[config.mk]
export PLATFORM = sky130hd
export DESIGN_NAME = alu_seq
export DESIGN_NICKNAME = d
export VERILOG_FILES = /design/src/rtl/alu_seq.sv
export SDC_FILE = /design/constraint.sdc
export NUM_CORES = 1
export LEC_CHECK = 0
export CORE_ASPECT_RATIO = 0.9
export CORE_MARGIN = 2
export CORE_UTILIZATION = 25
export CTS_CLUSTER_SIZE = 28
export DETAILED_ROUTE_END_ITERATION = 10
export SLEW_MARGIN = 20
export SYNTH_ARGS = -nofsm -noshare
export SYNTH_HDL_FRONTEND = slang
export SYNTH_SLANG_ARGS = --single-unit
[constraint.sdc]
create_clock -name clk -period 8.5 [get_ports clk]
set_clock_uncertainty 0.1 [all_clocks]
set_input_delay 1.7 -clock clk [delete_from_list [all_inputs] [get_ports clk]]
set_output_delay 1.7 -clock clk [all_outputs]
set_load 0.03 [all_outputs]
[src/rtl/alu_seq.sv]
// alu_seq: LC-3 style execute stage with a multi-cycle shift-add multiply.
//
// Ports:
//   clk, rst_n         clock, synchronous active-low reset
//   start, aluk        operation request (accepted in IDLE only) and opcode
//   sr1_in, sr2_in     operands A and B from the register file
//   imm5, sr2mux_sel   immediate and B-source select (1 = sign-extended imm5)
//   gate_alu           drive result onto alu_bus
//   bus_in, ld_cc      global bus value and NZP load enable
//   busy               multiply in progress
//   done               one-cycle pulse when result updates
//   result             registered result
//   alu_bus            gated result (zero when not gated)
//   nzp                condition codes {N,Z,P}
module alu_seq (
    input  logic        clk,
    input  logic        rst_n,
    input  logic        start,
    input  logic [2:0]  aluk,
    input  logic [15:0] sr1_in,
    input  logic [15:0] sr2_in,
    input  logic [4:0]  imm5,
    input  logic        sr2mux_sel,
    input  logic        gate_alu,
    input  logic [15:0] bus_in,
    input  logic        ld_cc,
    output logic        busy,
    output logic        done,
    output logic [15:0] result,
    output logic [15:0] alu_bus,
    output logic [2:0]  nzp
);

    typedef enum logic {IDLE, MUL} state_t;

    typedef enum logic [2:0] {
        OP_ADD   = 3'b000,
        OP_AND   = 3'b001,
        OP_NOT   = 3'b010,
        OP_PASSA = 3'b011,
        OP_MUL   = 3'b100
    } op_t;

    state_t      state, state_next;
    logic [15:0] op_b;
    logic [15:0] single_res;
    logic [15:0] mcand, mplier, acc, acc_step;
    logic [4:0]  count;
    logic [15:0] result_r;
    logic        done_r;
    logic [2:0]  nzp_r;
    logic        accept, accept_mul, mul_last;

    // B operand after the sr2mux
    assign op_b = sr2mux_sel ? {{11{imm5[4]}}, imm5} : sr2_in;

    // State register
    always_ff @(posedge clk) begin
        if (!rst_n)
            state <= IDLE;
        else
            state <= state_next;
    end

    // Next-state logic
    always_comb begin
        state_next = state;
        case (state)
            IDLE:    if (accept_mul) state_next = MUL;
            MUL:     if (mul_last)   state_next = IDLE;
            default: state_next = IDLE;
        endcase
    end

    // Output / control decode
    always_comb begin
        busy       = (state == MUL);
        accept     = (state == IDLE) && start;
        accept_mul = accept && (aluk == OP_MUL);
        mul_last   = (state == MUL) && (count == 5'd15);
    end

    // Single-cycle operations; 101-111 fall through to PASSA
    always_comb begin
        single_res = sr1_in;
        case (aluk)
            OP_ADD:   single_res = sr1_in + op_b;
            OP_AND:   single_res = sr1_in & op_b;
            OP_NOT:   single_res = ~sr1_in;
            OP_PASSA: single_res = sr1_in;
            default:  single_res = sr1_in;
        endcase
    end

    assign acc_step = mplier[0] ? acc + mcand : acc;

    // Datapath: operand capture, shift-add iteration, result and done
    always_ff @(posedge clk) begin
        if (!rst_n) begin
            mcand    <= '0;
            mplier   <= '0;
            acc      <= '0;
            count    <= '0;
            result_r <= '0;
            done_r   <= 1'b0;
        end else begin
            done_r <= 1'b0;
            if (accept_mul) begin
                mcand  <= sr1_in;
                mplier <= op_b;
                acc    <= '0;
                count  <= '0;
            end else if (accept) begin
                result_r <= single_res;
                done_r   <= 1'b1;
            end else if (state == MUL) begin
                acc    <= acc_step;
                mcand  <= mcand << 1;
                mplier <= mplier >> 1;
                count  <= count + 5'd1;
                // 16th step: the accumulated sum including this step is final
                if (mul_last) begin
                    result_r <= acc_step;
                    done_r   <= 1'b1;
                end
            end
        end
    end

    // Condition codes, independent of the state machine
    always_ff @(posedge clk) begin
        if (!rst_n)
            nzp_r <= 3'b010;
        else if (ld_cc) begin
            if (bus_in[15])
                nzp_r <= 3'b100;
            else if (bus_in == 16'h0000)
                nzp_r <= 3'b010;
            else
                nzp_r <= 3'b001;
        end
    end

    assign result  = result_r;
    assign done    = done_r;
    assign nzp     = nzp_r;
    assign alu_bus = gate_alu ? result_r : '0;

endmodule

# Word-level counts from Yosys, hierarchy flattened
# Cells that the tools add are included.
# totals
ff_bits	74
inputBits	62
# classes
n_reduce_logical	12
bitwise	6
n_addsub	3
n_mux	21
eq_ne	5
# ops
op	count
16-bit 2-to-1 mux	12
16-bit one-hot mux with 3 select lines	1
16-bit adder	2
16-bit bitwise AND	1
16-bit zero test	1
16-bit inverter	1
2-bit nonzero test	3
5-bit by 1-bit adder with 5-bit output, second input constant	1
5-bit by 4-bit == test with 1-bit output, second input constant	1
1-bit 2-to-1 mux	5
1-bit inverter	4
2-bit AND reduction	2
3-bit by 1-bit == test with 1-bit output, second input constant	1
3-bit by 2-bit == test with 1-bit output, second input constant	1
3-bit == test, second input constant	1
1-bit logical AND	3
3-bit zero test	1
3-bit 2-to-1 mux	1
3-bit AND reduction	1
2-bit 2-to-1 mux	1
2-bit by 1-bit inequality test with 1-bit output, second input constant	1
1-bit one-hot mux with 2 select lines	1
2-bit OR reduction	1

# Depth between registers and ports, before layout
# Gate-level depths: netlist of run 1.
# logic_depth
ltp_word	5
mapped_depth	12

# Worst setup path before layout of run 1
# OpenSTA, ideal clock, no wires.
# synth_timing
path_kind	input port to flip-flop
from	input port sr2mux_sel
to	register result_r[14], in the netlist result[14]
n_path_buf	1
path_slack_ns	4.099
t_required_ns	8.269
arrival_ns	4.169
cell_stages	11
path_cell_list	clkbuf_1 > mux2_2 > ha_1 > fa_1 > a211oi_1 > o211ai_1 > a32oi_1 > a21oi_1 > mux2i_1 > o31ai_1 > o211ai_1
# synth_between
elab_chain_len	4
word_cells_on_any_way	5
# synth_rtl
item	line_no	source
from (decl)	23	input logic sr2mux_sel,
16-bit 2-to-1 mux *	55	assign op_b = sr2mux_sel ? {{11{imm5[4]}}, imm5} : sr2_in;
16-bit adder or 16-bit bitwise AND (tied branches)	87, 88	
16-bit one-hot mux with 3 select lines *	86	case (aluk)
16-bit 2-to-1 mux *	113	end else if (accept) begin
to (signal assigned)	114	result_r <= single_res;
to (signal assigned)	123	result_r <= acc_step;
to (decl)	49	logic [15:0] result_r;
# Every way passes the cells marked *; elsewhere a longest branch is shown, timed or not.
# A chain may end at the register's enable or synchronous reset.

# Worst setup path after layout of run 1
# Same ends and word-level chain as after synthesis.

==> flow_summary.toml, run 1 <==
[floorplan]
fp.dieH_um = 145
die_w_um = 161
io_pins = 99
start_util = 0.256
dieArea_um2 = 23400
placementRows = 51
core_um2 = 21700

[logic_synthesis]
syn_inst = 722
yosys.cell_count.top_type = "nand2_1"
netlist_area_um2 = 5550
yosys-top-cells-count = "nand2_1, dfxtp_1, a21oi_1, o21ai_0, nor2_1"
synth_warnings = 0
synth_ff_type = "dfxtp_1"
avgSynthCellArea_um2 = 7.69
synth_top_area_frac = 0.267
yosysSeqAreaShare = 0.267
async_reset_ff_frac = 0
synth_area_leaders = "dfxtp_1, ha_1, nand2_1"
synth_fp_nets = 819
yosys.area.top_type = "dfxtp_1"
synth.distinct_cells = 63
synth-seq-cells = 74
synth-edff-count = 0

[cts]
postCtsHoldBufs = 0
clockRootBuffer = "clkbuf_16"
cts_buffers = 9
htree_levels = 3
cts_tree = "yes"
clk_latency_ns = 0.34
clock-sinks = 74
postCtsSetupBuffers = 0
ctsResizeCount = 0
clkSlewWorstSetupHoldPaths_ns = 0.06
clk_path_buf_depth = 2

[grt]
grt_pass1_vias = 5167
antenna_found_initial = 0
met1_usage = 0.228
grt.busiest_layer = "met2"
met2_usage = 0.229
grt_usage = 0.155
grt.overflow.total = 0
grt_pass1_wl_um = 28700
met3_usage = 0.0405
grt_max_degree = 70

[placed_design]
io_buffers = 98
hpwl_um = 13800
dpl_worst_slack_ns = 3.10
dp_cells = 1070
gp_congestion = 0.918
place_area_um2 = 6770

[run]
maxCapViolCount = 0

[detailed_routing]
firstDrtPassIters = 6
drc = 0
via_count = 5694
wl_um = 18400
viasPerCell = 5.24
first_iter_violations = 402
ant_nets = 0
drt-wirelength-per-cell_um = 16.9

[critical_path]
r2r_start = "mcand[0]$_SDFFE_PN0P_"
required_ns = 8.61
crit_family = "compound AO/OA/AOI/OAI gates"
cp_common_cell = "o211ai_1"
rrSetupSlack_ns = 5.81
cp_num_cells = 11
critPathCapture = "result[14]$_SDFFE_PN0P_"
slowest_delay_ns = 0.81
crit_buf_inv = 1
critPathArrivalTime_ns = 5.20
cp-end-kind = "flip-flop"
cp_slowest_cell = "clkdlybuf4s50_1"
r2r-end = "result[12]$_SDFFE_PN0P_"
crit_fanout = 17
crit_type = "input port to flip-flop"
startpoint_type = "input port"
worst_r2r_path_depth = 10
crit_path_cell_trace = "clkdlybuf4s50_1 > mux2_2 > ha_1 > fa_1 > a211oi_1 > o211ai_1 > a32oi_1 > a21oi_1 > mux2i_1 > o31ai_1 > o211ai_1"
crit_start = "sr2mux_sel"

[timing]
fin_crit_sh = 0.599
grt_setup_unrepaired = "no"
setup_tns_ns = 0
tightest_slew_ns = 0.845
setup_viol = 0
hold_ws_ns = 0.366
worst_slack_ns = 3.41
slew_viol_final = 0
relSlewSlack = 0.436
fmax_mhz = 196
hold_viol = 0
period_minus_slack_ns = 5.09

[power]
seq_power_share = 0.353
leakage_nw = 2.60
intPower_mw = 0.730
pwr-share-comb = 0.251
switching_share = 0.307
p_switching_mw = 0.323
clkPwrFrac = 0.396
peakVddDrop_v = 0.000101
power_density_nw_per_um2 = 148

[cells_and_area]
antenna_cells = 0
drive_above_1_share = 0.0629
fin_nets = 887
syn2layout_area_growth_pct = 27.8
multi_input_area_um2 = 3780
fillers = 2313
final_cells = 1086
fin_area_um2 = 7100
final-seq-area_um2 = 1480

[hold_path]
hold_path.class = "flip-flop to flip-flop"

[outcome]
run_status = "complete, no violations"
## metal layers
metal | vias up | routed length [um] | share of wire
met4 | 0 | 137 | 0.0075
met3 | 15 | 1920 | 0.10
met5 | - | 0 | 0
met2 | 252 | 7580 | 0.41
met1 | 2638 | 8740 | 0.48
li1 | 2789 | - | -
## how the worst min path moves through the flow
stage                     slack, ns  cells after the start                      end               startpoint
after floorplan                0.34                      2  mplier[10]$_SDFFE_PN0P_  mplier[10]$_SDFFE_PN0P_
after global placement         0.36                      2   mplier[8]$_SDFFE_PN0P_   mplier[8]$_SDFFE_PN0P_
after detailed placement       0.36                      2   mplier[6]$_SDFFE_PN0P_   mplier[6]$_SDFFE_PN0P_
after CTS                      0.37                      2   mplier[6]$_SDFFE_PN0P_   mplier[6]$_SDFFE_PN0P_
after global routing           0.38                      2   result[0]$_SDFFE_PN0P_   result[0]$_SDFFE_PN0P_
final                          0.37                      2   mplier[6]$_SDFFE_PN0P_   mplier[6]$_SDFFE_PN0P_
## cell families (layout without fill, tap and decap cells)
| kind of cell | Yosys count | count (layout) | synth area share |
|---|---|---|---|
| muxes | 23 | 23 | 0.0424 |
| xor gates and xnor gates | 23 | 23 | 0.0376 |
| AOI/OAI and AO/OA | 263 | 263 | 0.324 |
| and+or+nand+nor | 228 | 228 | 0.193 |
| buffers and inverters | 76 | 149 | 0.0541 |
| DFF | 74 | 74 | 0.267 |
| adders and majority gates | 35 | 35 | 0.0816 |
## worst register-to-register path, stage by stage (launching register included)
cell,delay (ns)
dfxtp_1,0.36
ha_1,0.22
inv_1,0.07
fa_1,0.38
nor2b_1,0.19
o31a_1,0.27
o211ai_1,0.13
a21boi_0,0.36
mux2i_1,0.25
a31oi_1,0.11
a31oi_1,0.17
## cells in the final DEF, fill, tap and decap left out, types with 18 or more instances in the layout
| cell | n |
|---|---|
| o21ai_0 | 46 |
| dfxtp_1 | 73 |
| a21oi_1 | 45 |
| a22oi_1 | 32 |
| and2_1 | 19 |
| clkdlybuf4s50_1 | 97 |
| nor2_1 | 43 |
| nand2_1 | 89 |
| mux2i_1 | 19 |
| a21boi_0 | 35 |
| ha_1 | 33 |
| nand3_1 | 18 |
| inv_1 | 24 |
## flip-flops by register name, indices dropped and copies added, names as in the netlist
register	count
mcand	16
done	1
count	5
result	16
mplier	16
nzp	3
busy	1
acc	16
## stage by stage
step	power [mW]	utilization
finish	1.05	0.327
global route	1.10	0.327
CTS	1.06	0.327
detailed placement	0.639	0.312
global placement	0.639	0.312
floorplan	0.536	-
## layout make-up
cell class | instances | area share
clock inverters | 6 | 0.0127
clock buffers | 10 | 0.0323
well taps | 291 | 0.0513
multi-input cells | 572 | 0.533
flip-flops and latches | 74 | 0.209
repair buffers | 109 | 0.149
inverters | 24 | 0.0127
## power groups by stage
stage | Sequential, mW | Clock [mW] | Combinational, mW
6_report | 0.372 | 0.417 | 0.264
5_1_grt | 0.373 | 0.437 | 0.286
4_1_cts | 0.372 | 0.423 | 0.261
3_5_place_dp | 0.379 | 0 | 0.260
3_3_place_gp | 0.379 | 0 | 0.260
2_1_floorplan | 0.390 | 0 | 0.147
No activity file was read; power rests on OpenSTA's default activity.
==> run 2, diff against run 1 <==
==> constraint.sdc (replaced) <==
create_clock -name clk -period 4.6 [get_ports clk]
set_clock_uncertainty 0.1 [all_clocks]
set_input_delay 0.92 -clock clk [delete_from_list [all_inputs] [get_ports clk]]
set_output_delay 0.92 -clock clk [all_outputs]
set_load 0.03 [all_outputs]
==> flow_summary.toml, run 2 (synthesis results as in run 1) <==
[grt]
grt.busiest_layer = "met1"
grt_usage = 0.159
grt_pass1_wl_um = 29500
grt_max_degree = 39
met3_usage = 0.0373
met1_usage = 0.235
antenna_found_initial = 0
grt.overflow.total = 0
met2_usage = 0.230
grt_pass1_vias = 5349

[detailed_routing]
wl_um = 18700
drt-wirelength-per-cell_um = 17.2
drc = 0
viasPerCell = 5.23
via_count = 5706
first_iter_violations = 479
ant_nets = 0
firstDrtPassIters = 5

[cells_and_area]
layout_commonest_cell = "clkdlybuf4s50_1"
postLayoutCoreUtil = 0.326
antenna_cells = 0
layout_common_cells = "clkdlybuf4s50_1, nand2_1, dfxtp_1, o21ai_0, a21oi_1"
drive_above_1_share = 0.0663
fin_nets = 891
syn2layout_area_growth_pct = 27.4
fin_area_um2 = 7070
final_cells = 1090
fillers = 2376

[critical_path]
cp-end-kind = "flip-flop"
required_ns = 4.72
critPathArrivalTime_ns = 4.09
slowest_delay_ns = 0.49
crit_path_cell_trace = "clkdlybuf4s50_1 > buf_4 > mux2_2 > fa_1 > a211oi_1 > o211ai_1 > a32oi_1 > a21oi_1 > mux2i_1 > o31ai_1 > o211ai_1"
cp_slowest_cell = "clkdlybuf4s50_1"
crit_type = "input port to flip-flop"
crit_fanout = 16
startpoint_type = "input port"
cp_common_cell = "o211ai_1"

[power]
leakage_nw = 2.60
peakVddDrop_v = 0.000151
power_density_nw_per_um2 = 261

[cts]
cts_buffers = 9
clock-sinks = 74
clk_latency_ns = 0.34
clk_path_buf_depth = 2
ctsResizeCount = 0
clkSlewWorstSetupHoldPaths_ns = 0.07
htree_levels = 3
postCtsSetupBuffers = 0
cts_tree = "yes"
clockRootBuffer = "clkbuf_16"
postCtsHoldBufs = 0

[placed_design]
place_area_um2 = 6800
gp_congestion = 0.922
io_buffers = 98
hpwl_um = 14400
dp_cells = 1074

[timing]
period_minus_slack_ns = 3.97
tightest_slew_ns = 0.856
hold_ws_ns = 0.362
fin_crit_sh = 0.863
grt_setup_unrepaired = "no"
hold_viol = 0
setup_viol = 0
relSlewSlack = 0.425
setup_tns_ns = 0
slew_viol_final = 0
fmax_mhz = 252

[floorplan]
fp.dieH_um = 145
die_w_um = 161
core_um2 = 21700
dieArea_um2 = 23400
io_pins = 99
placementRows = 51
start_util = 0.256

[hold_path]
hold_path.class = "flip-flop to flip-flop"

[run]
maxCapViolCount = 0

[outcome]
run_status = "complete, no violations"
## run 2: worst max-delay path: cells and delay by family
| kind | cells | cell delay [ns] |
|---|---|---|
| adder cells (fa/ha/maj) | 1 | 0.47 |
| AO/OA/AOI/OAI | 6 | 1.49 |
| buffers and inverters | 2 | 0.69 |
| multiplexers | 2 | 0.52 |
## run 2: final cells by class
cell class	instances	area, um2	area share
timing repair buffer	113	1090	0.154
tap	291	364	0.0515
inverter	24	90.1	0.0127
sequential	74	1480	0.210
multi-input combinational	572	3780	0.534
clock buffer	10	229	0.0324
clock inverter	6	42.5	0.00601
## run 2: routing by layer
layer	share of wire	wire length, um
met5	0	0
met2	0.41	7590
met3	0.092	1720
met1	0.49	9090
met4	0.017	314
## run 2: stage by stage
step           setup WS, ns  power, mW
6_report              0.629       1.84
5_1_grt               0.424       1.93
4_1_cts               0.687       1.85
3_5_place_dp          0.345       1.18
3_3_place_gp          0.420       1.18
2_1_floorplan         0.979      0.991
## run 2: path summary, 6_finish.rpt
check | from | endpoint | slack (ns) | cells past startpoint
min reg2reg | result[4]$_SDFFE_PN0P_ | result[4]$_SDFFE_PN0P_ | 0.36 | 2
max | sr2mux_sel | result[14]$_SDFFE_PN0P_ | 0.63 | 11
max reg2reg | mcand[0]$_SDFFE_PN0P_ | result[12]$_SDFFE_PN0P_ | 1.89 | 10
min | result[4]$_SDFFE_PN0P_ | result[4]$_SDFFE_PN0P_ | 0.36 | 2
## run 2: report_power, final
part	internal (mW)	switching, mW	leakage, nW
clock	0.366	0.299	0.129
combinational	0.208	0.281	1.87
sequential	0.665	0.0233	0.602
total	1.24	0.604	2.60
